<file path="src/rtl/bcd_counter_seconds.sv">
// Seconds stage: prescales the clock to a 1 Hz tick and counts 00..59 in two BCD digits.
// Optional preset path is built when BCD_SEC_LOAD_EN is defined.
module bcd_counter_seconds #(
    parameter int TICKS_PER_SEC = 50000000
) (
    input  logic       clock,
    input  logic       reset,
    input  logic       run,
    input  logic       clear,
    input  logic       load,
    input  logic [7:0] load_val,
    output logic [3:0] bcd,
    output logic [3:0] bcd_10s,
    output logic       tick_1hz,
    output logic       min_tick
);

    localparam int PW = (TICKS_PER_SEC > 1) ? $clog2(TICKS_PER_SEC) : 1;
    localparam logic [PW-1:0] LAST = PW'(TICKS_PER_SEC - 1);

    logic [PW-1:0] r_presc;
    logic [3:0]    r_units;
    logic [3:0]    r_tens;
    logic          r_tick;
    logic          r_min;

    logic          w_sec_tick;
    logic          w_digits_bad;
    logic [3:0]    w_units_nxt;
    logic [3:0]    w_tens_nxt;
    logic          w_wrap;

    assign w_sec_tick   = run && (r_presc == LAST);
    assign w_digits_bad = (r_units > 4'd9) || (r_tens > 4'd5);

`ifdef BCD_SEC_LOAD_EN
    logic w_load_ok;
    assign w_load_ok = load
                    && (load_val[3:0] <= 4'd9)
                    && (load_val[7:4] <= 4'd5);
`else
    logic w_unused;
    assign w_unused = ^{load, load_val};
`endif

    // Illegal encodings recover to 00 silently; only a genuine 59 wraps with min_tick.
    always_comb begin
        w_units_nxt = r_units;
        w_tens_nxt  = r_tens;
        w_wrap      = 1'b0;
        if (w_digits_bad) begin
            w_units_nxt = 4'd0;
            w_tens_nxt  = 4'd0;
        end else if (r_units != 4'd9) begin
            w_units_nxt = r_units + 4'd1;
        end else if (r_tens != 4'd5) begin
            w_units_nxt = 4'd0;
            w_tens_nxt  = r_tens + 4'd1;
        end else begin
            w_units_nxt = 4'd0;
            w_tens_nxt  = 4'd0;
            w_wrap      = 1'b1;
        end
    end

    always_ff @(posedge clock) begin
        if (reset || clear) begin
            r_presc <= '0;
            r_units <= 4'd0;
            r_tens  <= 4'd0;
            r_tick  <= 1'b0;
            r_min   <= 1'b0;
`ifdef BCD_SEC_LOAD_EN
        end else if (w_load_ok) begin
            r_presc <= '0;
            r_units <= load_val[3:0];
            r_tens  <= load_val[7:4];
            r_tick  <= 1'b0;
            r_min   <= 1'b0;
`endif
        end else begin
            r_tick <= w_sec_tick;
            r_min  <= w_sec_tick && w_wrap;
            if (run) begin
                r_presc <= w_sec_tick ? '0 : r_presc + 1'b1;
            end
            if (w_sec_tick) begin
                r_units <= w_units_nxt;
                r_tens  <= w_tens_nxt;
            end
        end
    end

    assign bcd      = r_units;
    assign bcd_10s  = r_tens;
    assign tick_1hz = r_tick;
    assign min_tick = r_min;

endmodule

</file>
<file path="config.mk">
export PLATFORM = sky130hd
export DESIGN_NAME = bcd_counter_seconds
export DESIGN_NICKNAME = d
export VERILOG_FILES = /design/src/rtl/bcd_counter_seconds.sv
export SDC_FILE = /design/constraint.sdc
export NUM_CORES = 1
export LEC_CHECK = 0
export ABC_AREA = 1
export CAP_MARGIN = 20
export CELL_PAD_IN_SITES_DETAIL_PLACEMENT = 1
export CELL_PAD_IN_SITES_GLOBAL_PLACEMENT = 1
export CORE_ASPECT_RATIO = 0.5
export CORE_MARGIN = 2
export CORE_UTILIZATION = 35
export DETAILED_ROUTE_END_ITERATION = 8
export PLACE_DENSITY = 0.74
export SETUP_SLACK_MARGIN = 0.3
export SLEW_MARGIN = 5
export SYNTH_ARGS = -nofsm -noshare
export SYNTH_HDL_FRONTEND = slang
export SYNTH_SLANG_ARGS = --single-unit
</file>
<file path="constraint.sdc">
create_clock -name clock -period 1.75 [get_ports clock]
set_clock_uncertainty 0.15 [all_clocks]
set_input_delay 0.35 -clock clock [delete_from_list [all_inputs] [get_ports clock]]
set_output_delay 0.35 -clock clock [all_outputs]
set_load 0.005 [all_outputs]
</file>
# Yosys cells after proc, flatten, opt, wreduce, memory -nomap -nowiden
# Cells that the tools add are included.
# classes
addsub,3
multipliers,0
div,0
n_lt_le_gt_ge,2
eq_ne,4
n_shift,0
n_mux,9
bitwise,0
reduce_logical,5
# op_table
cell,count
$add A26 B1 Y26 const B,1
$eq A26 B26 Y1 const B,1
$mux W26,1
$mux W4,5
$add A4 B1 Y4 const B,2
$gt A4 B3 Y1 const B,1
$gt A4 B4 Y1 const B,1
$ne A4 B3 Y1 const B,1
$ne A4 B4 Y1 const B,1
$mux W1,3
$logic_and A1 B1 Y1,2
$logic_or A1 B1 Y1,2
$ne A2 B2 Y1 const B,1
$reduce_and A2 Y1,1
# totals
register_bits,36
latchBits,0
mem_bits_rw,0
romBits,0
input_bits,13
output_inout_bits,10
word_cells,28
n_memories,0

# Longest topological paths before layout
# Gate-level depths: netlist of run 1.
# depth
ltp_word,5
ltp_mapped,10
depth_no_buf,10

# Worst setup path after synthesis of run 1
# Ideal clock, no wire load.
# synth_timing
path_type,register -> register
startpoint,reg r_presc[0]
endpoint,"reg r_units[1], in the netlist bcd[1]"
setup_ns,0.119
arrival_ns,1.390
required_time_ns,1.481
slack_ns,0.091
path_stages_with_launch,10
n_path_buf,1
period_less_slack_ns,1.659
path_cell_list,dfxtp_1 -> ha_1 -> nand3_1 -> nor2_1 -> nand3_2 -> nor2_8 -> nor2_2 -> buf_6 -> nand2_1 -> o21ai_1
# synth_between
elab_chain_len,2
# synth_lines
item,line_no,rtl
from (decl),21,logic [PW-1:0] r_presc;
from (signal assigned),85,r_presc <= w_sec_tick ? '0 : r_presc + 1'b1;
$eq A26 B26 Y1,33,assign w_sec_tick = run && (r_presc == LAST);
$logic_and A1 B1 Y1,33,
to (signal assigned),88,r_units <= w_units_nxt;
to (decl),22,logic [3:0] r_units;
# Every way passes these cells.
# A chain may end at the register's enable or synchronous reset.

# Worst setup path after layout of run 1
# layout_timing
startpoint,reg r_presc[1]
endpoint,reg r_presc[13]
# layout_between
elab_chain_len,3
elab_cells_between_ends,4
cone_classes,1 x add/sub; 1 x eq/ne; 1 x mux; 1 x reduce/logical
# layout_lines
item,line_no
branches (longest 2 deep; another with $add A26 B1 Y26),n/a
$mux W26 (*),85
# Every way passes the cells marked *.

==> results.sh, run 1 <==
export IMPL_cts_max_path_buffers=2
export IMPL_die_h_um=56.7
export IMPL_design_area_um2=2870
export IMPL_crit_type="reg -> reg"
export IMPL_die_area_um2=6210
export IMPL_power_leakage_nw=1.21
export IMPL_grtUsageTotal_pct=24.0
export IMPL_drt_pass1_iterations=4
export IMPL_fin_util_pct=53.0
export IMPL_placed_area_um2=2370
export IMPL_worstPathArrival_ns=1.75
export IMPL_slew_headroom_pct=70.9
export IMPL_hold_class="in -> reg"
export IMPL_cap_violations=0
export IMPL_antenna_cells=0
export IMPL_syn_num_nets=317
export IMPL_ant_nets=0
export IMPL_cts_inserted_buffers=5
export IMPL_fmax_mhz=587
export IMPL_placed_cells=409
export IMPL_final_setup_viol_count=0
export IMPL_clk_pin_slew_ns=0.08
export IMPL_pwr_density_cell_nw_per_um2=608
export IMPL_ioPinCount=23
export IMPL_cp_start_kind="flop"
export IMPL_die_x_um=109
export IMPL_crit_buf_inv=0
export IMPL_layout_cells_non_filler=431
export IMPL_synth_warnings=0
export IMPL_critical_path_top_delay_family="simple AND/OR/NAND/NOR gates"
export IMPL_wirelength_um=7310
export IMPL_async_reset_ff_share_pct=0
export IMPL_finalCritPeriodShare_pct=97.4
export IMPL_end_kind="flop"
export IMPL_ys_ff_latch=36
export IMPL_crit_chain="ha_4 > nand3_4 > nor2_4 > nand3_4 > nor2_8 > nor2_4 > o21ai_1 > nor2_1"
export IMPL_tritoncts="built"
export IMPL_syn_avg_cell_area_um2=6.43
export IMPL_cp_slowest_stage_delay_ns=0.38
export IMPL_grt_pass1_wl_um=11400
export IMPL_period_needed_ns=1.70
export IMPL_yosysSeqAreaShare_pct=37.0
export IMPL_cts_root_buf="clkbuf_8"
export IMPL_syn2layout_area_growth_pct=47.5
export IMPL_gp_congestion=0.841
export IMPL_fillerInstances=687
export IMPL_crit_required_ns=1.80
export IMPL_wire_per_inst_um=17.0
export IMPL_regArea_um2=768
export IMPL_slowest_stage="dfxtp_4"
export IMPL_initial_core_util_pct=35.9
export IMPL_htreeDepth=2
export IMPL_std_cell_rows=19
export IMPL_yosysUniqueCellTypes=28
export IMPL_hold_violations=0
export IMPL_drtIter0Drc=89
export IMPL_status="finished clean"
export IMPL_holdWs_ns=0.340
export IMPL_via_per_inst=5.10
export IMPL_portBuffers=13
export IMPL_synth_ff_type="dfxtp_1"
export IMPL_critical_path_max_fanout=8
export IMPL_final_layout_size_suffix_gt1_share_pct=38.5
export IMPL_vias=2196
export IMPL_ir_worst_vdd_mv=0.415
export IMPL_cts_num_sinks=36
export IMPL_drv_slew=0
export IMPL_fin_nets=371
export IMPL_synth_edf_count=0
export IMPL_grt_max_degree=12
export IMPL_clock_latency_ns=0.30
export IMPL_antenna_found_initial=0
export IMPL_hpwl_um=4590
export IMPL_core_area_um2=5420
export IMPL_drc=0
export IMPL_grt_pass1_vias=2285
export IMPL_multi_input_area_um2=1320
export IMPL_synthesis_area_um2=1950
export IMPL_grt_overflow=0
export IMPL_rsz0062_at_grt="true"
export IMPL_tightest_slew_ns=0.432
export IMPL_netlist_instances=303
==> routing by layer <==
layer	share of wire [%]	track usage (%)	wire (um)	vias up
met4	1.7	6.51	122	0
met3	3.6	5.34	261	12
met1	47	32.7	3400	1082
met5	0	0	0	-
met2	48	38.1	3530	36
li1	-	-	-	1066
==> final cells by class <==
class	count	area share (%)
inverter	45	5.97
multi-input combinational	222	46.1
clock buffer	7	3.36
timing repair buffer	47	13.6
tap	73	3.18
clock inverter	1	1.05
sequential	36	26.8
==> layout by cell type, fill, tap and decap left out, types with 2 or more instances in the layout <==
cell type / count
dfxtp_4: 8
nor2_2: 14
nand4_1: 7
clkdlybuf4s50_1: 2
nand2_1: 60
nand3_1: 16
o21ai_0: 2
inv_2: 5
clkbuf_8: 7
a21oi_1: 5
nor3_2: 3
nand3_2: 5
dlygate4sd2_1: 10
nand2_4: 5
nand3_4: 2
o21ai_2: 3
o21ai_1: 6
xnor2_1: 2
inv_1: 39
nand2_2: 14
a21oi_2: 2
nor2_4: 8
dfxtp_1: 14
dfxtp_2: 14
buf_6: 3
a31oi_1: 2
buf_4: 30
nor3b_2: 5
nor3_1: 7
nor2_1: 43
==> metrics by stage <==
stage               total power [mW]  setup TNS [ns]  setup slack (ns)
finish                          1.75               0            0.0460
global route                    1.79         -0.0257           -0.0170
CTS                             1.74               0            0.0791
detailed placement             0.904          -10.14            -0.421
global placement               0.902           -8.17            -0.339
floorplan                      0.870               0             0.238
==> sequential cells by signal, summed over array words and instances (netlist names) <==
| name | count |
|---|---|
| tick_1hz | 1 |
| r_presc | 26 |
| min_tick | 1 |
| bcd | 4 |
| bcd_10s | 4 |
==> final timing paths <==
kind	slack [ns]	cells after the start	to	start
max	0.05	8	r_presc[13]	r_presc[1]
min	0.34	4	r_presc[1]	run
max reg2reg	0.05	8	r_presc[13]	r_presc[1]
min reg2reg	0.35	2	r_presc[13]	r_presc[13]
==> synth_stat cells (2+ instances only) <==
cell / n / area, um^2
a31oi_1: 2 / 12.5
nand2_2: 2 / 12.5
nor3b_1: 4 / 30.0
nor2_2: 6 / 37.5
o21ai_0: 7 / 35.0
nor3b_2: 2 / 25.0
nand2_1: 78 / 293
xnor2_1: 2 / 17.5
inv_2: 2 / 7.51
nor2_4: 2 / 22.5
nand4_1: 7 / 43.8
a21oi_1: 7 / 35.0
nor2_1: 56 / 210
nor3_1: 11 / 55.1
o21ai_1: 4 / 20.0
dfxtp_1: 36 / 721
nand3_1: 22 / 110
inv_1: 43 / 161
==> tightest hold or removal path, delay by kind of cell <==
family / cells / cell delay (ns)
buf+inv: 2 / 0.29
simple gates: 1 / 0.07
compound gates: 1 / 0.06
==> what timing repair did <==
action,4_1_cts,5_1_grt
gates cloned,1,0
gates resized for setup,72,41
buffers inserted,7,6
endpoints found under the setup margin,43,35
pin swaps,32,18
hold buffers,0,0
==> where the power goes <==
group | leakage (nW) | internal, mW | switching [mW]
clock network | 0.0645 | 0.504 | 0.353
logic | 0.838 | 0.0332 | 0.0465
registers | 0.304 | 0.808 | 0.00225
total | 1.21 | 1.35 | 0.402
==> kinds of logic (layout without fill, tap and decap cells) <==
family	Yosys count	count (layout)	synth area share (%)
buf+inv	46	100	9.25
xor+xnor	3	3	1.35
flops	36	36	37.0
fa+ha+maj	1	1	0.643
simple gates	194	195	45.3
compound gates	23	23	6.43
Note: power is estimated with default switching activity, not from simulation.
==> inputs of run 2 (changes only) <==
Settings changed: REMOVE_ABC_BUFFERS from default to 1.
==> run 2 against run 1 <==
The flow now finishes with violations (negative setup slack). Fmax decreased by 8.9%. Global-route usage rose by 2.6 points. Clock power up 2%. Non-clock buffer count is 16 higher. Sequential cell count stayed put. Sequential power grew 0.9%. Critical path depth did not move. Die area stayed put. Critical path type unchanged. Largest power group unchanged. Highest routed layer unchanged.
==> results.sh, run 2 (synthesis gave the netlist of run 1 again) <==
export IMPL_placed_area_um2=2390
export IMPL_power_share_combinational_pct=6.5
export IMPL_core_area_um2=5420
export IMPL_wire_per_inst_um=22.3
export IMPL_placed_cells=418
export IMPL_p_int_mw=1.37
export IMPL_ioPinCount=23
export IMPL_violations="negative setup slack"
export IMPL_regArea_um2=752
export IMPL_p_sw_uw=437
export IMPL_grt_overflow=0
export IMPL_finalCritPeriodShare_pct=107
export IMPL_grt_pass1_vias=2351
export IMPL_via_per_inst=5.54
export IMPL_hold_class="reg -> reg"
export IMPL_tightest_slew_ns=0.582
export IMPL_clkPwrFrac_pct=48.3
export IMPL_fin_nets=386
export IMPL_portBuffers=13
export IMPL_cts_num_sinks=36
export IMPL_antenna_found_initial=0
export IMPL_syn2layout_area_growth_pct=65.7
export IMPL_clk_pin_slew_ns=0.09
export IMPL_cts_max_path_buffers=2
export IMPL_grt_max_degree=12
export IMPL_largest_reg_flops=26
export IMPL_grtUsageTotal_pct=26.6
export IMPL_ctsHoldBuffers=0
export IMPL_rsz0062_at_grt="true"
export IMPL_hold_violations=0
export IMPL_seq_power_share_pct=45.2
export IMPL_initial_core_util_pct=35.9
export IMPL_wirelength_um=9950
export IMPL_final_layout_size_suffix_gt1_share_pct=48.3
export IMPL_std_cell_rows=19
export IMPL_final_setup_viol_count=11
export IMPL_grt_pass1_wl_um=12200
export IMPL_status="finished with violations"
export IMPL_drv_slew=0
export IMPL_layout_cells_non_filler=446
export IMPL_drc=0
export IMPL_cap_violations=0
export IMPL_drt_pass1_iterations=5
export IMPL_cts_root_buf="clkbuf_8"
export IMPL_worstPathArrival_ns=1.93
export IMPL_htreeDepth=2
export IMPL_ir_worst_vdd_mv=0.322
export IMPL_top_register="r_presc"
export IMPL_vias=2470
export IMPL_fmax_mhz=535
export IMPL_clock_latency_ns=0.31
export IMPL_antenna_cells=0
export IMPL_design_area_um2=3230
export IMPL_die_h_um=56.7
export IMPL_die_area_um2=6210
export IMPL_die_x_um=109
export IMPL_layout_commonest_cell="nand2_1"
export IMPL_period_needed_ns=1.87
export IMPL_cts_inserted_buffers=5
export IMPL_ant_nets=0
export IMPL_slew_headroom_pct=60.8
export IMPL_crit_type="reg -> reg"
export IMPL_cp_start_kind="flop"
export IMPL_multi_input_area_um2=1510
export IMPL_final_cell_mix="nand2_1 (44), inv_1 (38), buf_4 (37)"
export IMPL_tritoncts="built"
export IMPL_gp_congestion=0.820
export IMPL_swShare_pct=24.2
export IMPL_fin_util_pct=59.5
export IMPL_fillerInstances=648
export IMPL_hpwl_um=4630
export IMPL_critical_path_max_fanout=6
export IMPL_crit_required_ns=1.81
export IMPL_drtIter0Drc=113
export IMPL_setup_ws_ns=-0.121
export IMPL_pwr_density_cell_nw_per_um2=561
export IMPL_total_power_mw=1.81
export IMPL_end_kind="flop"
export IMPL_power_leakage_nw=1.40
[run 2: layout make-up]
class	count	share of cell area (%)
inverters	45	5.24
well taps	73	2.83
clock buffers	7	2.99
clock inverters	1	0.931
repair buffers	63	17.9
multi-input cells	221	46.8
flip-flops and latches	36	23.3
[run 2: final timing paths]
check	startpoint	to	slack [ns]	cells after the start
max	r_presc[7]	bcd[0]	-0.12	8
min	r_presc[13]	r_presc[13]	0.42	2
max reg2reg	r_presc[7]	bcd[0]	-0.12	8
min reg2reg	r_presc[13]	r_presc[13]	0.42	2
[run 2: metal layers]
metal / track usage, % / wire length, um
met1: 31.4 / 4110
met2: 47.1 / 4960
met3: 7.43 / 523
met4: 7.59 / 357
met5: 0 / 0
[run 2: worst max-delay path: stages (launching register included)]
cell and delay, ns:
dfxtp_2 0.36, nor2_1 0.22, nand2_1 0.14, nor2_2 0.14
nand2_2 0.11, nor2_8 0.13, buf_8 0.15, nand2_4 0.10
o21ai_1 0.25
[run 2: power groups by stage]
stage               combinational (mW)  sequential [mW]  clock [mW]
global placement                0.0642            0.840           0
CTS                             0.0949            0.817       0.849
finish                           0.118            0.817       0.874
floorplan                       0.0253            0.840           0
global route                     0.122            0.817       0.901
detailed placement              0.0664            0.840           0
[run 2: per-stage QoR]
step	setup slack, ns	TNS, ns	hold slack, ns
after CTS	0.0874	0	0.359
after global routing	-0.170	-1.19	0.428
after detailed placement	-0.648	-13.33	0.331
after floorplan	0.124	0	0.309
final	-0.121	-0.547	0.415
after global placement	-0.494	-10.22	0.318
[run 2: what timing repair did]
| action | CTS | global route |
|---|---|---|
| gates cloned | 1 | 0 |
| pin swaps | 25 | 26 |
| setup endpoints to repair | 44 | 36 |
| gates resized for setup | 105 | 69 |
| buffers inserted | 10 | 9 |
==> inputs of run 3 (changes only) <==
Settings changed: CORE_ASPECT_RATIO 0.5 to default.
==> run 3 against run 2 <==
The flow still finishes with violations (negative setup slack). Highest routed layer unchanged. Critical endpoint is now r_presc[22]. Cell count decreased by 0.45%. First-iteration DRC count decreased by 12%. Clock power decreased by 13%. Sequential power decreased by 0.6%. Cell area decreased by 2.1%.
==> results.sh, run 3 (synthesis gave the netlist of run 1 again) <==
export IMPL_status="finished with violations"
export IMPL_violations="negative setup slack"
export IMPL_std_cell_rows=27
export IMPL_setup_ws_ns=-0.0312
export IMPL_grt_pass1_wl_um=11200
export IMPL_antenna_cells=0
export IMPL_ctsHoldBuffers=0
export IMPL_vias=2327
export IMPL_cap_violations=0
export IMPL_tritoncts="built"
export IMPL_drtIter0Drc=99
export IMPL_htreeDepth=2
export IMPL_final_layout_size_suffix_gt1_share_pct=47.0
export IMPL_grtUsageTotal_pct=23.3
export IMPL_drc=0
export IMPL_syn2layout_area_growth_pct=62.2
export IMPL_tightest_slew_ns=0.431
export IMPL_end_kind="flop"
export IMPL_antenna_found_initial=0
export IMPL_power_leakage_nw=1.37
export IMPL_cts_num_sinks=36
export IMPL_regArea_um2=764
export IMPL_ant_nets=0
export IMPL_core_area_um2=5440
export IMPL_drt_pass1_iterations=4
export IMPL_top_register="r_presc"
export IMPL_critical_path_max_fanout=3
export IMPL_via_per_inst=5.24
export IMPL_multi_input_area_um2=1450
export IMPL_crit_type="reg -> reg"
export IMPL_clk_pin_slew_ns=0.08
export IMPL_cts_max_path_buffers=2
export IMPL_ir_worst_vdd_mv=0.310
export IMPL_drv_slew=0
export IMPL_period_needed_ns=1.78
export IMPL_wire_per_inst_um=18.6
export IMPL_final_setup_viol_count=1
export IMPL_die_h_um=78.6
export IMPL_fin_util_pct=58.1
export IMPL_finalCritPeriodShare_pct=102
export IMPL_initial_core_util_pct=35.8
export IMPL_layout_commonest_cell="nand2_1"
export IMPL_grt_pass1_vias=2284
export IMPL_ioPinCount=23
export IMPL_fmax_mhz=561
export IMPL_largest_reg_flops=26
export IMPL_worstPathArrival_ns=1.82
export IMPL_fillerInstances=681
export IMPL_wirelength_um=8260
export IMPL_pwr_density_cell_nw_per_um2=533
export IMPL_hold_class="reg -> reg"
export IMPL_cts_root_buf="clkbuf_8"
export IMPL_hold_violations=0
export IMPL_final_cell_mix="nand2_1 (52), buf_4 (40), inv_1 (38)"
export IMPL_grt_overflow=0
export IMPL_grt_max_degree=13
export IMPL_crit_required_ns=1.79
export IMPL_gp_congestion=0.816
export IMPL_portBuffers=13
export IMPL_clock_latency_ns=0.30
export IMPL_die_x_um=78.6
export IMPL_total_power_mw=1.68
export IMPL_die_area_um2=6170
export IMPL_slew_headroom_pct=71.0
export IMPL_hpwl_um=4290
export IMPL_fin_nets=385
export IMPL_cp_start_kind="flop"
export IMPL_cts_inserted_buffers=5
export IMPL_rsz0062_at_grt="true"
[run 3: cell count changes in the layout (fill, tap and decap cells not counted), sizes merged]
cell / previous run / this run
buf: 49 / 47
clkinv: 0 / 1
clkbuf: 8 / 7
clkdlybuf4s15: 2 / 1
clkinvlp: 0 / 1
dlygate4sd2: 9 / 10
[run 3: routing by layer]
layer	global-route usage [%]	share of wire [%]	routed length, um	up-vias
met3	3.91	1.9	159	19
li1	-	-	-	1099
met2	41.5	53	4370	33
met4	6.14	2.9	236	0
met1	28.8	42	3490	1176
met5	0	0	0	-
[run 3: path summary, 6_finish.rpt]
check                  start     endpoint  slack [ns]  cells past startpoint
setup / recovery  r_presc[9]  r_presc[22]       -0.03                      8
hold / removal        bcd[1]       bcd[1]        0.36                      2
setup reg to reg  r_presc[9]  r_presc[22]       -0.03                      8
hold reg to reg       bcd[1]       bcd[1]        0.36                      2
[run 3: power by group]
group	leakage [nW]	switching, mW	internal (mW)
clock network	0.0541	0.341	0.422
registers	0.304	0.00173	0.811
logic	1.01	0.0608	0.0477
total	1.37	0.404	1.28
[run 3: worst max-delay path, cell delays in order (launching register included)]
cell	delay (ns)
dfxtp_1	0.41
nand2_1	0.13
nor2_1	0.20
buf_4	0.19
inv_1	0.06
nor3_1	0.22
nand4_1	0.15
nand2_1	0.11
nor2_1	0.05
[run 3: cell type report]
class | count | share of cell area (%)
multi-input cells | 221 | 45.8
flip-flops and latches | 36 | 24.2
repair buffers | 62 | 18.3
inverters | 45 | 5.35
well taps | 72 | 2.85
clock buffers | 5 | 2.18
clock inverters | 3 | 1.35
[run 3: timing repair]
item                       in CTS  in global routing
gates cloned                    0                  2
hold endpoints to repair        0                  0
gates resized for setup        75                 82
setup endpoints to repair      44                 34
buffers inserted               11                  6
pin swaps                      16                 31
[run 3: metrics by stage]
stage	TNS, ns	cells	area [um^2]	worst slack, ns	hold WS (ns)
after floorplan	0	302	1940	0.124	0.309
after global routing	-0.230	444	3160	-0.0833	0.378
after detailed placement	-10.50	417	2390	-0.538	0.338
after global placement	-9.27	417	2390	-0.468	0.330
final	-0.0312	444	3160	-0.0312	0.362
after CTS	0	436	2780	0.0888	0.351
